--- src/rtl/vga_if.sv ---
// VGA raster bus shared by the timing generator and every draw stage.
// The source drives it through modport out; a consuming stage uses modport in.
interface vga_if;
  logic [10:0] hcount;
  logic [10:0] vcount;
  logic        hsync;
  logic        vsync;
  logic        hblnk;
  logic        vblnk;
  logic [11:0] rgb;

  modport out (output hcount, vcount, hsync, vsync, hblnk, vblnk, rgb);
  modport in  (input  hcount, vcount, hsync, vsync, hblnk, vblnk, rgb);
endinterface

--- src/rtl/vga_timing_gen.sv ---
// Raster timing source for the draw pipeline: counters, sync/blank decode on a
// black background, and a one-cycle tick at the start of every frame.
module vga_timing_gen #(
  parameter int   HOR_PIXELS     = 1024,
  parameter int   HOR_TOTAL      = 1344,
  parameter int   HOR_SYNC_START = 1048,
  parameter int   HOR_SYNC_WIDTH = 136,
  parameter int   VER_PIXELS     = 768,
  parameter int   VER_TOTAL      = 806,
  parameter int   VER_SYNC_START = 771,
  parameter int   VER_SYNC_WIDTH = 6,
  parameter logic SYNC_ACTIVE    = 1'b1
) (
  input  logic clk,
  input  logic rst,
  vga_if.out   out,
  output logic frame_tick
);

  localparam logic [10:0] H_LAST  = 11'(HOR_TOTAL - 1);
  localparam logic [10:0] H_PIX   = 11'(HOR_PIXELS);
  localparam logic [10:0] H_SS    = 11'(HOR_SYNC_START);
  localparam logic [11:0] H_SE    = 12'(HOR_SYNC_START + HOR_SYNC_WIDTH);
  localparam logic [10:0] V_LAST  = 11'(VER_TOTAL - 1);
  localparam logic [10:0] V_PIX   = 11'(VER_PIXELS);
  localparam logic [10:0] V_SS    = 11'(VER_SYNC_START);
  localparam logic [11:0] V_SE    = 12'(VER_SYNC_START + VER_SYNC_WIDTH);

  logic [10:0] hcount_q, hcount_d;
  logic [10:0] vcount_q, vcount_d;
  logic        hsync_q, hsync_d;
  logic        vsync_q, vsync_d;
  logic        hblnk_q, hblnk_d;
  logic        vblnk_q, vblnk_d;
  logic        frame_tick_q, frame_tick_d;
  logic        h_wrap;
  logic        v_wrap;

  // Flags decode the next-state counts so they land in the same cycle as the
  // counts they describe.
  always_comb begin
    h_wrap   = (hcount_q == H_LAST);
    v_wrap   = (vcount_q == V_LAST);
    hcount_d = h_wrap ? 11'd0 : hcount_q + 11'd1;
    vcount_d = vcount_q;
    if (h_wrap) begin
      vcount_d = v_wrap ? 11'd0 : vcount_q + 11'd1;
    end
    hblnk_d      = (hcount_d >= H_PIX) && (hcount_d <= H_LAST);
    vblnk_d      = (vcount_d >= V_PIX) && (vcount_d <= V_LAST);
    hsync_d      = ((hcount_d >= H_SS) && ({1'b0, hcount_d} < H_SE)) ? SYNC_ACTIVE : ~SYNC_ACTIVE;
    vsync_d      = ((vcount_d >= V_SS) && ({1'b0, vcount_d} < V_SE)) ? SYNC_ACTIVE : ~SYNC_ACTIVE;
    frame_tick_d = h_wrap && v_wrap;
  end

  always_ff @(posedge clk) begin
    if (rst) begin
      hcount_q     <= 11'd0;
      vcount_q     <= 11'd0;
      hsync_q      <= ~SYNC_ACTIVE;
      vsync_q      <= ~SYNC_ACTIVE;
      hblnk_q      <= 1'b0;
      vblnk_q      <= 1'b0;
      frame_tick_q <= 1'b0;
    end else begin
      hcount_q     <= hcount_d;
      vcount_q     <= vcount_d;
      hsync_q      <= hsync_d;
      vsync_q      <= vsync_d;
      hblnk_q      <= hblnk_d;
      vblnk_q      <= vblnk_d;
      frame_tick_q <= frame_tick_d;
    end
  end

  assign out.hcount = hcount_q;
  assign out.vcount = vcount_q;
  assign out.hsync  = hsync_q;
  assign out.vsync  = vsync_q;
  assign out.hblnk  = hblnk_q;
  assign out.vblnk  = vblnk_q;
  // Black background; draw stages overlay their pixels on top.
  assign out.rgb    = 12'h000;
  assign frame_tick = frame_tick_q;

endmodule

--- src/flat_wrapper.sv ---
// flat-port wrapper written by rule: the top's interface ports become plain ports
module vga_timing_gen_flat 
#(
  parameter int   HOR_PIXELS     = 1024,
  parameter int   HOR_TOTAL      = 1344,
  parameter int   HOR_SYNC_START = 1048,
  parameter int   HOR_SYNC_WIDTH = 136,
  parameter int   VER_PIXELS     = 768,
  parameter int   VER_TOTAL      = 806,
  parameter int   VER_SYNC_START = 771,
  parameter int   VER_SYNC_WIDTH = 6,
  parameter logic SYNC_ACTIVE    = 1'b1
)
  (clk, rst, frame_tick, out_hcount, out_vcount, out_hsync, out_vsync, out_hblnk, out_vblnk, out_rgb);
  vga_if out_i ();
  input  logic clk;
  input  logic rst;
  output logic frame_tick;
  output wire logic [$bits(out_i.hcount)-1:0] out_hcount;
  output wire logic [$bits(out_i.vcount)-1:0] out_vcount;
  output wire logic [$bits(out_i.hsync)-1:0] out_hsync;
  output wire logic [$bits(out_i.vsync)-1:0] out_vsync;
  output wire logic [$bits(out_i.hblnk)-1:0] out_hblnk;
  output wire logic [$bits(out_i.vblnk)-1:0] out_vblnk;
  output wire logic [$bits(out_i.rgb)-1:0] out_rgb;
  assign out_hcount = out_i.hcount;
  assign out_vcount = out_i.vcount;
  assign out_hsync = out_i.hsync;
  assign out_vsync = out_i.vsync;
  assign out_hblnk = out_i.hblnk;
  assign out_vblnk = out_i.vblnk;
  assign out_rgb = out_i.rgb;
  vga_timing_gen #(.HOR_PIXELS(HOR_PIXELS), .HOR_TOTAL(HOR_TOTAL), .HOR_SYNC_START(HOR_SYNC_START), .HOR_SYNC_WIDTH(HOR_SYNC_WIDTH), .VER_PIXELS(VER_PIXELS), .VER_TOTAL(VER_TOTAL), .VER_SYNC_START(VER_SYNC_START), .VER_SYNC_WIDTH(VER_SYNC_WIDTH), .SYNC_ACTIVE(SYNC_ACTIVE)) u_core (.clk(clk), .rst(rst), .out(out_i), .frame_tick(frame_tick));
endmodule
--- config.mk ---
export PLATFORM = sky130hd
export DESIGN_NAME = vga_timing_gen_flat
export DESIGN_NICKNAME = d
export VERILOG_FILES = /design/src/rtl/vga_if.sv /design/src/rtl/vga_timing_gen.sv /design/src/flat_wrapper.sv
export SDC_FILE = /design/constraint.sdc
export NUM_CORES = 1
export LEC_CHECK = 0
export CAP_MARGIN = 20
export CORE_MARGIN = 1.5
export CORE_UTILIZATION = 30
export DETAILED_ROUTE_END_ITERATION = 10
export HOLD_SLACK_MARGIN = 0.06
export PLACE_DENSITY = 0.56
export SYNTH_ARGS = -nofsm -noshare
export SYNTH_HDL_FRONTEND = slang
export SYNTH_SLANG_ARGS = --single-unit
--- constraint.sdc ---
create_clock -name clk -period 3.1 [get_ports clk]
set_clock_uncertainty 0.2 [all_clocks]
set_input_delay 0.31 -clock clk [delete_from_list [all_inputs] [get_ports clk]]
set_output_delay 0.31 -clock clk [all_outputs]
set_load 0.005 [all_outputs]
# ---- After elaboration in Yosys (flattened, before gate mapping)
# Cells that the tools add are included.
dict set report totals {
  register_bits 27
  wordCells 29
  in_bits 2
  output_inout_bits 39
}
dict set report op_classes {
  addsub 2
  order_cmp 8
  n_mux 5
  n_reduce_logical 5
  n_eq_ne 2
}
# op n
set ops {}
lappend ops {{$mux W11} 3}
lappend ops {{$add A11 B1 Y11 const B} 2}
lappend ops {{$ge A11 B10 Y1 const B} 2}
lappend ops {{$ge A11 B11 Y1 const B} 2}
lappend ops {{$eq A11 B10 Y1 const B} 1}
lappend ops {{$eq A11 B11 Y1 const B} 1}
lappend ops {{$le A11 B10 Y1 const B} 1}
lappend ops {{$le A11 B11 Y1 const B} 1}
lappend ops {{$lt A11 B10 Y1 const B} 1}
lappend ops {{$lt A11 B11 Y1 const B} 1}
lappend ops {{$logic_and A1 B1 Y1} 5}
lappend ops {{$mux W1} 2}

# ---- Logic depth before layout (Yosys ltp)
# Gate-level depths: netlist (run 1).
dict set report logic_depth {
  depth_word 6
  ltp_mapped 9
  mapped_depth_nobuf 8
}

# ---- Least setup slack after synthesis (run 1)
# OpenSTA, ideal clock, no wires.
dict set report synth_timing {
  path_type {register to register}
  from {register u_core.hcount_q[0] (netlist: u_core.out.hcount[0])}
  to {register u_core.vblnk_q (netlist: u_core.out.vblnk)}
  slack_ps 895
  path_stages_with_launch 10
  setup_time_ps 70
  required_ps 2830
  arrival_time_ps 1935
  synth_period_minus_slack_ps 2205
  path_buffers 2
  cell_sequence {dfxtp_1 ha_1 buf_2 and4bb_2 and3_1 buf_6 a311oi_1 a31oi_1 nor4b_2 a21boi_1}
}
dict set report synth_via {
  elab_chain_cells 4
  word_cells_on_any_way 5
  classes_between {2 x order compare; 1 x eq/ne; 1 x mux; 1 x reduce/logical}
}
# item line_no
set synth_rtl {}
lappend synth_rtl {{start, declared} vga_timing_gen.sv:29} ;# logic [10:0] hcount_q, hcount_d;
lappend synth_rtl {{start signal, assigned} vga_timing_gen.sv:66} ;# hcount_q <= hcount_d;
lappend synth_rtl {{$eq A11 B11 Y1 *} vga_timing_gen.sv:42} ;# h_wrap = (hcount_q == H_LAST);
lappend synth_rtl {{$mux W11 *} vga_timing_gen.sv:46} ;# if (h_wrap) begin
lappend synth_rtl {{$ge A11 B10 Y1 / $le A11 B10 Y1 (equally long branches)} vga_timing_gen.sv:50} ;# vblnk_d = (vcount_d >= V_PIX) && (vcount_d <= V_LAST);
lappend synth_rtl {{$logic_and A1 B1 Y1 *} vga_timing_gen.sv:50}
lappend synth_rtl {{end signal, assigned} vga_timing_gen.sv:71} ;# vblnk_q <= vblnk_d;
lappend synth_rtl {{end, declared} vga_timing_gen.sv:34} ;# logic vblnk_q, vblnk_d;
# Every way passes the cells marked *; elsewhere a longest branch is shown, timed or not.
# A chain may end at the register's enable or synchronous reset.

# ---- Final worst setup path (run 1)
# Same ends and word-level chain as after synthesis.

==> run_results.csv, run 1 <==
group,metric,value,unit
routing,final_antenna_net_count,0,
clock_network,cts_tree,"done",
die,placementRows,26,
synth,yosysUniqueCellTypes,42,
hold_path,hold_path_class,"reg -> reg",
final_layout,insertedDiodeCount,0,
final_layout,syn2layout_area_growth,20.0,%
synth,ys.flop_type,"dfxtp_1",
global_route,antenna_found_initial,0,
final_layout,post-route-util,36.9,%
die,ios,41,
status,outcome,"complete, no violations",
synth,synth_most_common_cell,"dfxtp_1",
die,die_width,75.1,microns
synth,synth.ff_latch_count,27,
timing,period_share,82.3,%
synth,synthCells,192,
placed_design,io_buffers,28,
routing,drt_iter0_markers,90,
routing,drt-vias-per-instance,4.93,
timing,finalSetupTns,0,ns
placed_design,place_congestion,0.801,
timing,setup_violations,0,
setup_path,max_stage_delay,0.43,ns
routing,drc,0,
die,die_h,75.1,microns
setup_path,worst_path_max_delay_cell,"dfxtp_1",
clock_network,clkLatencyLatePin,0.27,ns
global_route,grt_pass1_wl,5800,microns
synth,synth_top_cells_by_count,"dfxtp_1, nor2_1, nand2_1",
timing,hold_viol_final,0,
power_and_ir_drop,p_leak,0.000693,uW
timing,rsz0062_at_grt,"false",
clock_network,cts_buffers,3,
clock_network,cts.path.max_buffers,2,
clock_network,clock-root-buffer,"clkbuf_8",
global_route,grt_pass1_vias,1211,
setup_path,worstPathMaxFanout,13,
global_route,grt_usage,13.4,%
setup_path,crit_path_end_kind,"flip-flop",
timing,period_minus_slack,2.55,ns
power_and_ir_drop,vdd_drop_max,0.142,mV
global_route,grt_overflow,0,
synth,ys_async_sr_fraction,0,%
clock_network,h-tree-depth,1,
clock_network,path_clk_slew,0.09,ns
clock_network,post_cts_buffers,0,
clock_network,cts_resized,0,
run,drv_cap,0,
setup_path,required,3.11,ns
final_layout,drive_gt1_share,3.79,%
clock_network,cts.sinks,27,
setup_path,crit_type,"reg -> reg",
clock_network,hold_buffers,0,
setup_path,crit_path_frequent_cell,"and3_1",
routing,routed_wl,3480,microns
timing,drv_slew,0,
synth,synth_top_cell_by_area,"dfxtp_1",
global_route,grt_max_degree,15,
setup_path,cp_data_arrival_time,2.56,ns
synth,synth_warnings,0,
setup_path,worst_setup_path_start_kind,"flip-flop",
die,die-area,0.00565,sq mm
routing,vias,1384,
final_layout,nNetsFinal,218,
routing,drt_pass1_iterations,4,
synth,ys_seq_area_share,34.6,%
timing,max_freq,392,MHz
die,coreArea,0.00507,sq mm
synth,netlist.area_leader.share,34.6,%
placed_design,hpwl,2620,microns
power_and_ir_drop,power-per-cell-area,312,mW/mm^2
synth,syn_area_per_cell,8.13,sq um
synth,yosys-top-cells-area,"dfxtp_1, buf_4, xor2_1",
setup_path,crit_chain,"ha_1 > and4bb_2 > and3_1 > and3_1 > a31oi_1 > nor4b_2 > a21boi_1",
synth,syn_area,0.00156,sq mm
die,initial_utilization,30.8,%
synth,synth_edf_count,0,
routing,wl_per_cell,12.4,microns
-- placed cells by master, fill, tap and decap left out, types with 2 or more instances in the layout --
| master | count |
|---|---|
| clkdlybuf4s50_1 | 28 |
| dfxtp_1 | 27 |
| nor2_1 | 16 |
| nand2_1 | 15 |
| nand3_1 | 12 |
| conb_1 | 12 |
| nor3_1 | 11 |
| and3_1 | 10 |
| xor2_1 | 10 |
| a21oi_1 | 8 |
| nand4_1 | 7 |
| o21ai_0 | 4 |
| xnor2_1 | 4 |
| ha_1 | 4 |
| inv_1 | 3 |
| nor4_1 | 3 |
| mux2i_1 | 3 |
| a31oi_1 | 3 |
| clkbuf_8 | 3 |
| and4_1 | 2 |
| nor2b_1 | 2 |
| o22ai_1 | 2 |
| nor3b_1 | 2 |
| buf_4 | 2 |
-- sequential cells by signal, summed over array words and instances, names as in the netlist --
signal             count
u_core.out.hcount     11
u_core.out.vcount     11
u_core.frame_tick      1
u_core.out.hblnk       1
u_core.out.hsync       1
u_core.out.vblnk       1
u_core.out.vsync       1
-- cell families after synthesis --
logic type,synth area share [%]
other,0.240
adders and majority gates,3.21
buffers and inverters,10.8
and+or+nand+nor,30.9
AOI/OAI and AO/OA,10.4
muxes,1.92
xor gates and xnor gates,7.85
DFF,34.6
-- worst paths after layout --
check	startpoint	endpoint	slack, ns	depth (start not counted)
setup / recovery	u_core.out.hcount[0]	u_core.out.vblnk	0.55	7
hold / removal	u_core.out.vcount[10]	u_core.out.vcount[10]	0.34	2
hold reg to reg	u_core.out.vcount[10]	u_core.out.vcount[10]	0.34	2
setup reg to reg	u_core.out.hcount[0]	u_core.out.vblnk	0.55	7
-- metal layers --
layer	wire, microns	track usage, %	vias up
met4	66	5.36	0
met3	111	2.14	6
li1	-	-	695
met5	0	0	-
met1	1710	18.7	649
met2	1590	20.6	34
-- worst max-delay path, delay by kind of cell, from the launching register on --
kind,cells,cell delay [ns]
simple gates,4,1.24
flops,1,0.43
fa+ha+maj,1,0.33
compound gates,2,0.28
-- final cells by class --
type	instances	area (sq um)
inverter	3	11.3
clock buffer	4	45.0
sequential	27	541
timing repair buffer	30	295
tap	70	87.6
multi-input combinational	147	893
fill	556	3200
-- per-stage QoR --
stage	hold WS, ns	cell area [sq um]	setup slack [ns]	instances	total power [uW]
CTS	0.340	1870	0.547	281	597
global route	0.368	1870	0.336	281	613
finish	0.337	1870	0.548	281	584
detailed placement	0.322	1830	0.577	277	392
global placement	0.327	1830	0.613	277	392
floorplan	0.295	1600	0.895	203	391
-- report_power, final --
group	total [uW]	internal, uW	switching (uW)	leakage (uW)
Clock	200	92.1	108	0.0000228
Combinational	29.2	12.5	16.7	0.000452
Sequential	355	350	4.91	0.000218
Total	584	454	130	0.000693
(Power assumes the default switching activity.)
==> inputs of run 2 (changes only) <==
==> constraint.sdc (replaced) <==
create_clock -name clk -period 2.6 [get_ports clk]
set_clock_uncertainty 0.2 [all_clocks]
set_input_delay 0.26 -clock clk [delete_from_list [all_inputs] [get_ports clk]]
set_output_delay 0.26 -clock clk [all_outputs]
set_load 0.005 [all_outputs]
==> run 2 against run 1 <==
Against the previous run:
- routed wire length up 3.9%
- design area up 2.0%
- final cell count up 1.8%
- clock power up 20%
- sequential share of layout area down 0.57 points
- die area unchanged
- power up 20%
- worst setup slack worse by 0.33 ns
- sequential power up 19%
- via count up 2.3%
- clock-buffer cell count unchanged
- non-clock buffer count up 5
==> run_results.csv, run 2 (same netlist as run 1, synthesis figures left out) <==
group,metric,value,unit
global_route,grt_max_degree,16,
setup_path,rr_startpoint,"u_core.out.hcount[0]",
timing,hold_viol_final,0,
timing,finalSetupTns,0,ns
die,die_h,75.1,microns
routing,final_antenna_net_count,0,
placed_design,place_congestion,0.836,
final_layout,final_common_cell,"clkdlybuf4s50_1",
setup_path,crit_type,"reg -> reg",
placed_design,hpwl,2680,microns
routing,route.met2.wl,1610,microns
final_layout,drive_gt1_share,6.02,%
die,die-area,0.00565,sq mm
timing,max_freq,420,MHz
power_and_ir_drop,p_leak,0.000717,uW
global_route,grt_pass1_vias,1276,
clock_network,clkLatencyLatePin,0.27,ns
power_and_ir_drop,power-per-cell-area,366,mW/mm^2
routing,vias,1416,
setup_path,critical_path.startpoint,"u_core.out.hcount[0]",
routing,wl_met1,1780,microns
setup_path,worst_setup_path_start_kind,"flip-flop",
routing,wl_per_cell,12.6,microns
clock_network,path_clk_slew,0.09,ns
clock_network,cts.path.max_buffers,2,
global_route,grt_usage,14.1,%
timing,period_minus_slack,2.38,ns
final_layout,nNetsFinal,223,
clock_network,cts_tree,"done",
placed_design,io_buffers,28,
global_route,grt_pass1_wl,6080,microns
power_and_ir_drop,vdd_drop_max,0.218,mV
clock_network,cts.sinks,27,
routing,routed_wl,3610,microns
setup_path,worstPathMaxFanout,13,
final_layout,stdcell_count,286,
final_layout,syn2layout_area_growth,22.4,%
timing,drv_slew,0,
final_layout,insertedDiodeCount,0,
setup_path,required,2.61,ns
clock_network,cts_buffers,3,
final_layout,final_cell_mix,"clkdlybuf4s50_1, dfxtp_1, nor2_1",
die,die_width,75.1,microns
clock_network,post_cts_buffers,0,
timing,rsz0062_at_grt,"false",
hold_path,hp-start,"u_core.out.hcount[0]",
clock_network,h-tree-depth,1,
die,coreArea,0.00507,sq mm
die,ios,41,
hold_path,hold_path_class,"reg -> reg",
setup_path,reg2reg_slack,0.22,ns
setup_path,crit_path_end_kind,"flip-flop",
die,placementRows,26,
placed_design,dp_cells,282,
routing,routed.top_layer,"met4",
global_route,grt_overflow,0,
die,initial_utilization,30.8,%
run,drv_cap,0,
clock_network,hold_buffers,0,
clock_network,cts_resized,0,
timing,period_share,91.7,%
routing,drt_iter0_markers,80,
routing,drt_pass1_iterations,4,
clock_network,clock-root-buffer,"clkbuf_8",
global_route,antenna_found_initial,0,
timing,holdWs,0.357,ns
timing,setup_violations,0,
status,outcome,"complete, no violations",
routing,drc,0,
routing,route.met3.wl,166,microns
routing,drt-vias-per-instance,4.95,
setup_path,cp_data_arrival_time,2.40,ns
-- run 2: changes by cell type in the layout (fill, tap and decap cells not counted), sizes merged --
cell / previous run / this run
buf: 2 / 7
-- run 2: worst paths after layout --
path / to / cells past startpoint
worst min register to register: u_core.out.hcount[0] / 1
worst min-delay path: u_core.out.hcount[0] / 1
worst max register to register: u_core.out.vblnk / 7
worst max-delay path: u_core.out.vblnk / 7
-- run 2: per-layer routing --
| layer | vias up | track usage [%] |
|---|---|---|
| li1 | 704 | - |
| met1 | 666 | 20.0 |
| met2 | 42 | 21.6 |
| met3 | 4 | 2.41 |
| met4 | 0 | 4.96 |
| met5 | - | 0 |
-- run 2: metrics by stage --
stage	worst slack (ns)	utilization [%]	instance area, sq um	total power (uW)
5_1_grt	0.0319	37.6	1910	734
2_1_floorplan	0.395	-	1600	466
3_5_place_dp	0.232	36.8	1870	469
4_1_cts	0.209	37.6	1910	709
6_report	0.217	37.6	1910	699
3_3_place_gp	0.273	36.8	1870	469
-- run 2: report_power, final --
part | leakage, uW | switching, uW | internal [uW]
clock network | 0.0000228 | 130 | 110
registers | 0.000218 | 5.80 | 417
logic | 0.000477 | 20.5 | 15.5
-- run 2: worst max-delay path, cell delays in order, from the launching register on --
cell and delay, ns:
dfxtp_1 0.43, ha_1 0.19, and4bb_2 0.28, and3_1 0.43, and3_1 0.23, mux2i_1 0.10, nor4b_2 0.29, a21boi_1 0.17
-- run 2: cell type report --
class / count / area, sq um
repair buffers: 35 / 333
clock buffers: 4 / 45.0
fillers: 561 / 3160
well taps: 70 / 87.6
multi-input cells: 147 / 893
inverters: 3 / 11.3
flip-flops and latches: 27 / 541
